**config.mk**
```make
export PLATFORM = sky130hd
export DESIGN_NAME = count_sequencer
export DESIGN_NICKNAME = d
export VERILOG_FILES = /design/src/rtl/count_sequencer.sv
export SDC_FILE = /design/constraint.sdc
export NUM_CORES = 1
export LEC_CHECK = 0
export BUFFER_PORTS_ARGS = -buffer_cell sky130_fd_sc_hd__buf_2
export CAP_MARGIN = 20
export CORE_MARGIN = 2
export CORE_UTILIZATION = 49
export DETAILED_ROUTE_END_ITERATION = 10
export GPL_ROUTABILITY_DRIVEN = 0
export PLACE_DENSITY_LB_ADDON = 0.25
export SYNTH_ARGS = -nofsm -noshare
export SYNTH_HDL_FRONTEND = slang
export SYNTH_SLANG_ARGS = --single-unit
```
**constraint.sdc**
```tcl
create_clock -name clk -period 1.6 [get_ports clk]
set_input_delay 0.32 -clock clk [delete_from_list [all_inputs] [get_ports clk]]
set_output_delay 0.32 -clock clk [all_outputs]
set_load 0.02 [all_outputs]
```
**src/rtl/count_sequencer.sv**
```systemverilog
// Arm/run/abort/complete controller for a prescaled WIDTH-bit up-counter.
// Define CNT_SEQ_AUTORELOAD_EN to enable auto-reload on terminal tick.
module count_sequencer #(
    parameter int WIDTH = 4,
    parameter int PS_W  = 4
) (
    input  logic             clk,
    input  logic             reset,
    input  logic             start,
    input  logic             stop,
    input  logic [WIDTH-1:0] load_val,
    input  logic [PS_W-1:0]  prescale,
    input  logic             reload,
    output logic [WIDTH-1:0] q,
    output logic             busy,
    output logic             done
);

    typedef enum logic [1:0] {IDLE, RUN, DONE} state_t;

    state_t           state, state_nxt;
    logic [WIDTH-1:0] q_nxt, tc_reg, tc_nxt;
    logic [PS_W-1:0]  ps_cnt, ps_cnt_nxt, ps_reg, ps_nxt;
    logic             busy_nxt, done_nxt, tick, term;
    logic             rl_reg;

`ifdef CNT_SEQ_AUTORELOAD_EN
    logic rl_nxt;
    always_ff @(posedge clk or negedge reset) begin
        if (!reset) rl_reg <= 1'b0;
        else        rl_reg <= rl_nxt;
    end
`else
    logic unused_reload;
    assign unused_reload = reload;
    assign rl_reg        = 1'b0;
`endif

    assign tick = (ps_cnt == ps_reg);
    assign term = tick && ((q + WIDTH'(1)) == tc_reg);

    always_comb begin
        state_nxt  = state;
        q_nxt      = q;
        ps_cnt_nxt = ps_cnt;
        tc_nxt     = tc_reg;
        ps_nxt     = ps_reg;
        done_nxt   = 1'b0;
`ifdef CNT_SEQ_AUTORELOAD_EN
        rl_nxt     = rl_reg;
`endif
        case (state)
            IDLE: begin
                if (start && !stop) begin
                    tc_nxt     = load_val;
                    ps_nxt     = prescale;
`ifdef CNT_SEQ_AUTORELOAD_EN
                    rl_nxt     = reload;
`endif
                    q_nxt      = '0;
                    ps_cnt_nxt = '0;
                    state_nxt  = (load_val == '0) ? DONE : RUN;
                end
            end
            RUN: begin
                if (stop) begin
                    state_nxt = IDLE;
                end else if (tick) begin
                    ps_cnt_nxt = '0;
                    if (term) begin
                        done_nxt = 1'b1;
                        if (rl_reg) begin
                            q_nxt = '0;
                        end else begin
                            q_nxt     = tc_reg;
                            state_nxt = DONE;
                        end
                    end else begin
                        q_nxt = q + WIDTH'(1);
                    end
                end else begin
                    ps_cnt_nxt = ps_cnt + PS_W'(1);
                end
            end
            DONE: begin
                // A zero terminal count arrives here with done low; it spends one
                // extra cycle so the pulse lands one edge after the accepting edge.
                if (!done) done_nxt  = 1'b1;
                else       state_nxt = IDLE;
            end
            default: state_nxt = IDLE;
        endcase
        busy_nxt = (state_nxt == RUN);
    end

    always_ff @(posedge clk or negedge reset) begin
        if (!reset) begin
            state  <= IDLE;
            q      <= '0;
            ps_cnt <= '0;
            tc_reg <= '0;
            ps_reg <= '0;
            busy   <= 1'b0;
            done   <= 1'b0;
        end else begin
            state  <= state_nxt;
            q      <= q_nxt;
            ps_cnt <= ps_cnt_nxt;
            tc_reg <= tc_nxt;
            ps_reg <= ps_nxt;
            busy   <= busy_nxt;
            done   <= done_nxt;
        end
    end

endmodule

```
## Word-level counts from Yosys, hierarchy flattened

Index checks and enable logic that the tools add are counted.

- $add $sub $neg: 2
- Eq/ne operators: 8
- Multiplexer cells: 20
- Reductions and logical operators: 9

Operators with widths:

| cell | number |
|---|---|
| two-way mux 4 bit | 6 |
| one-hot mux 4 bit (2 select lines) | 2 |
| two-way mux 2 bit | 6 |
| adder 4 x 1 -> 4 bit (second input constant) | 2 |
| equality test 4 bit | 2 |
| != test 2 bit (second input constant) | 3 |
| one-hot mux 2 bit (3 select lines) | 1 |
| equality test 2 x 1 -> 1 bit (second input constant) | 2 |
| logical NOT 4 bit | 1 |
| two-way mux 1 bit | 4 |
| AND reduction 4 bit | 1 |
| AND reduction 3 bit | 1 |
| equality test 2 bit (second input constant) | 1 |
| logical AND 1 bit | 2 |
| logical NOT 2 bit | 1 |
| one-hot mux 1 bit (2 select lines) | 1 |
| AND reduction 2 bit | 1 |
| nonzero test 2 bit | 1 |
| logical NOT 1 bit | 1 |

- Word-level logic and storage cells: 46
- Register bits after elaboration: 20
- Input port bits: 13
- Output and inout port bits: 6

## Logic depth before layout (Yosys ltp)

- Depth after elaboration: 8
- Mapped depth: 8
- Gate-level depth less buffers: 7

## Worst setup path before layout

No wires, ideal clock.

- Path kind: register to register
- Start: register q[0]
- End: register busy
- Path slack: -0.232 ns
- Arrival time: 1.713 ns
- Buffers on the path: 0
- Period minus slack after synthesis: 1.832 ns
- Required time: 1.481 ns
- Setup time: 0.119 ns
- Cell stages (with the launch flop): 7
- Cells stage by stage: dfrtp_1 > ha_1 > xor2_1 > nor2_1 > nand4_4 > o221a_1 > and2_1

- Cells in the longest elaborated chain, start to end: 8

RTL lines:

| what | line | source |
|---|---|---|
| start: declaration | 14 | `output logic [WIDTH-1:0] q,` |
| start signal: assignment | 107 | `q <= q_nxt;` |
| adder 4 x 1 -> 4 bit | 40 | `assign term = tick && ((q + WIDTH'(1)) == tc_reg);` |
| equality test 4 bit | 40 |  |
| logical AND 1 bit | 40 |  |
| two-way mux 2 bit | 70 | `if (term) begin` |
| two-way mux 2 bit | 68 | `end else if (tick) begin` |
| two-way mux 2 bit | 66 | `if (stop) begin` |
| one-hot mux 2 bit (3 select lines) | 52 | `case (state)` |
| equality test 2 x 1 -> 1 bit | 93 | `busy_nxt = (state_nxt == RUN);` |
| named net busy_nxt | 24 | `logic busy_nxt, done_nxt, tick, term;` |
| end signal: assignment | 111 | `busy <= busy_nxt;` |
| end: declaration | 15 | `output logic busy,` |

The timed path passes the listed nets, and every way through them passes these cells.
A chain may end at the register's enable or synchronous reset.

## Final worst setup path

- Start: register ps_reg[2]
- End: register q[0]

- Cells in the longest elaborated chain, start to end: 6
- Elaborated cells on any way between the ends: 8
- Those cells by class: eq/ne (2); mux (4); reduce/logical (2)

RTL lines:

| what | line | source |
|---|---|---|
| start: declaration | 23 | `logic [PS_W-1:0] ps_cnt, ps_cnt_nxt, ps_reg, ps_nxt;` |
| start signal: assignment | 110 | `ps_reg <= ps_nxt;` |
| equality test 4 bit * | 39 | `assign tick = (ps_cnt == ps_reg);` |
| logical AND 1 bit | 40 |  |
| two-way mux 4 bit | 70 |  |
| two-way mux 4 bit | 68 |  |
| two-way mux 4 bit | 66 |  |
| one-hot mux 4 bit (2 select lines) | 52 |  |

Mark *: on every way between the ends. The rest lies on a longest branch, timed or not. The select of a mux whose other input is x is not followed.

==> summary.md <==
| Metric | Value |
|---|---|
| Status | finished, violations left |
| Failing checks | setup timing |
| Post-synth top area cell | dfrtp_1 |
| Final Hold Viols | 0 |
| Top cells by area, synth | dfrtp_1 45%, mux2_2 8.0%, ha_1 6.7% |
| First-pass GRT wire length | approximately 3700 um |
| Pwr Total | 0.00246 W |
| Die area | ~2700 um2 |
| Setup crit end kind | flop |
| RR Startpoint | ps_reg[2] |
| Tcrit/Tclk final | 1.04 |
| CTS Buffer Depth | 2 |
| Hold depth | 2 |
| CTS sink count | 20 |
| Final ANT Viol Nets | 0 |
| Dpl ws | -0.124 ns |
| Final Non-Filler Cells | 170 |
| Post-synth design cell area | ~1100 um2 |
| Worst Hold Class | in -> reg |
| Via count | 890 |
| Total wire length | 2270 um |
| Fraction of registers with async set/reset | 1.00 |
| Fin crit period | approximately 1.7 ns |
| Power share of the combinational group | 0.540 |
| Synthesized instance count | about 100 |
| Critical-path cell list | xor2_1, nor4_4, buf_4, o21ai_4, or3_1, nand2_1 |
| Max-Cap Viols | 0 |
| CP Max Fanout | 6 |
| Post-synthesis sequential area ratio | 0.445 |
| Crit path launch | ps_reg[2] |
| Post-DP HPWL | about 1700 um |
| Leakage | approximately 0.71 nW |
| Clock-pin transition on the worst setup and hold timing paths | ~0.11 ns |
| Slew Limit Fails | 0 |
| Port Buffers | 17 |
| Final instance area | between 1500 and 2000 um2 |
| Tot GR Track Use | 0.189 |
| Initial antenna violation count | 0 |
| Root buffer cell | clkbuf_4 |
| Post-synthesis simple-gate area fraction | 0.180 |
| Core area | about 2200 um2 |
| Slew @ Worst Pin | roughly 0.45 ns |
| Worst-Skew Late Latency | around 0.29 ns |
| Part of the power in registers | 0.343 |
| Via/cell ratio | 5.24 |
| Worst path slowest cell | dfrtp_1 |
| Initial Util | 0.513 |
| Post-synth top area share | 0.445 |
| Power per standard cell area | about 1600 nW/um2 |
| Core Rows | 17 |
| CP required | around 1.8 ns |
| Routed WL per cell | about 13 um |
| #FFs+latches synth | 20 |
| Synthesis Warnings | 0 |
| Sw Share | 0.394 |
| Slew Limit Headroom | 0.701 |
| Top FF cell, synth | dfrtp_1 |
| Max Fclk | 599 MHz |
| Switching power total | about 0.00097 W |
| Clock Power Share | 0.117 |
| Number of global-route vias before repair | about 910 |
| Mux cell area share after synthesis | 0.0980 |
| 1st-pass router iterations | 4 |
| Fin nets | approximately 160 |
| Hold endpoint | ps_reg[3] |
| Number of remaining DRC errors | 0 |
| Pin count of the biggest net entering global routing | 21 |
| Worst path max stage delay | between 0.4 and 0.5 ns |
| Compound-gate portion of the synthesized area | 0.0924 |
| DP Cell Count | approximately 160 |
| End of the worst register-to-register path | q[0] |
| Area share of fa/ha/maj cells after synthesis | 0.0668 |
| CP arrival | 1.91 ns |
| TritonCTS clock tree | built |
| Final Skew | between 0.002 and 0.0025 ns |
| GRT Residual Overflow | 0 |
| Setup crit start kind | flop |
| Num CTS Buffers | 3 |
| Syn_nets | around 120 |
| Area Overhead vs Synth | 34.0% |
| Chip height | slightly above 50 um |
| R2R Setup Slk | -0.07 ns |
| Count of flip-flops with a built-in enable after synthesis | 0 |
| Cell Int Power | around 0.0015 W |
| Final setup violating endpoints | 3 |
| RSZ-0062 raised after global routing | true |
| Area after DPL | ~1400 um2 |
| Layout cells sized above 1 | 0.458 |
| Die width | 51.9 um |
| R2R depth | 6 |
| Final worst slack | -0.0704 ns |
| Max IR drop VDD | approximately 1.0 mV |
| Synth Area in XOR/XNOR | 0.0935 |
| First DRT Iteration DRCs | 4 |
| # IOs | 19 |
| H-tree depth | 1 |
| Largest family of logic cells by synthesized area | simple AND/OR/NAND/NOR gates |
| Syn Area/Cell | 10.8 um2 |
| # diodes | 0 |
| Netlist cell types | 31 |
| Min-delay src | prescale[3] |
| WS Path Type | reg -> reg |
[kinds of logic (layout without fill, tap and decap cells)]
| kind of cell | after synthesis | count (layout) |
|---|---|---|
| multiplexers | 10 | 10 |
| adder cells (fa/ha/maj) | 6 | 6 |
| buffers and inverters | 6 | 44 |
| XOR/XNOR | 12 | 12 |
| AND/OR/NAND/NOR | 34 | 34 |
| flip-flops | 20 | 20 |
| AO/OA/AOI/OAI | 16 | 16 |
[cell usage in the layout, fill, tap and decap left out, drive strengths merged, types with 2 or more instances in the layout]
cell	synthesis	final
buf	1	34
dfrtp	20	20
nand2	9	9
nor2	9	9
mux2	8	8
o21ai	7	7
xor2	6	6
xnor2	6	6
ha	6	6
inv	5	5
clkbuf	0	4
nand3	3	3
a21oi	3	3
nor2b	2	2
nand2b	2	2
mux2i	2	2
[stage by stage]
step / util / TNS (ns) / hold slack (ns)
6_report: 0.687 / -0.166 / 0.249
5_1_grt: 0.687 / -0.830 / 0.236
4_1_cts: 0.654 / -0.286 / 0.246
3_5_place_dp: 0.622 / -0.416 / 0.294
3_3_place_gp: 0.622 / -0.153 / 0.289
2_1_floorplan: - / -0.103 / 0.0244
[layer usage]
metal | global-route usage | wire length (um) | up-vias
met3 | 0.0517 | 86 | 4
met4 | 0.0702 | 28 | 0
met1 | 0.199 | 944 | 431
met2 | 0.352 | 1210 | 20
met5 | 0 | 0 | -
li1 | - | - | 435
[what timing repair did]
action,in CTS,in global routing
gates resized for setup,5,13
endpoints found under the setup margin,16,16
pin swaps,0,3
cloned,0,0
buffers inserted,1,2
hold endpoints to repair,20,0
hold buffers,1,0
[worst max path at each step]
stage            to  cells past startpoint  slack [ns]
6_report       q[0]                      6       -0.07
5_1_grt        q[0]                      6       -0.14
4_1_cts        q[0]                      6       -0.10
3_5_place_dp   busy                      6       -0.12
3_3_place_gp   busy                      6       -0.08
2_1_floorplan  busy                      6       -0.07
[power by group through the flow]
stage	registers (W)	clock network [W]	logic (W)
after floorplan	0.000908	0	0.000703
after global placement	0.000849	0	0.00110
after detailed placement	0.000858	0	0.00116
after CTS	0.000846	0.000302	0.00121
after global routing	0.000876	0.000320	0.00145
final	0.000845	0.000288	0.00133
[Yosys cell counts, types with 2 or more instances]
library cell / count
xnor2_1: 6
nand3_1: 3
a21oi_1: 3
xor2_1: 6
nand2b_1: 2
dfrtp_1: 20
ha_1: 6
inv_1: 5
nor2b_1: 2
mux2_2: 8
nor2_1: 9
mux2i_1: 2
nand2_1: 9
o21ai_0: 6
[final cells by class]
type / count / area (um2)
fill: 172 / 686
tap: 28 / 35.0
clock buffer: 4 / 36.3
inverter: 5 / 18.8
sequential: 20 / 503
timing repair buffer: 35 / 234
multi-input combinational: 78 / 678
[critical path, delay by kind of cell, from the launching register on]
| family | cells | cell delay (ns) |
|---|---|---|
| AO/OA/AOI/OAI | 1 | 0.07 |
| XOR/XNOR | 1 | 0.19 |
| buffers and inverters | 1 | 0.19 |
| flip-flops | 1 | 0.41 |
| AND/OR/NAND/NOR | 3 | 0.75 |
(Power assumes the default switching activity.)
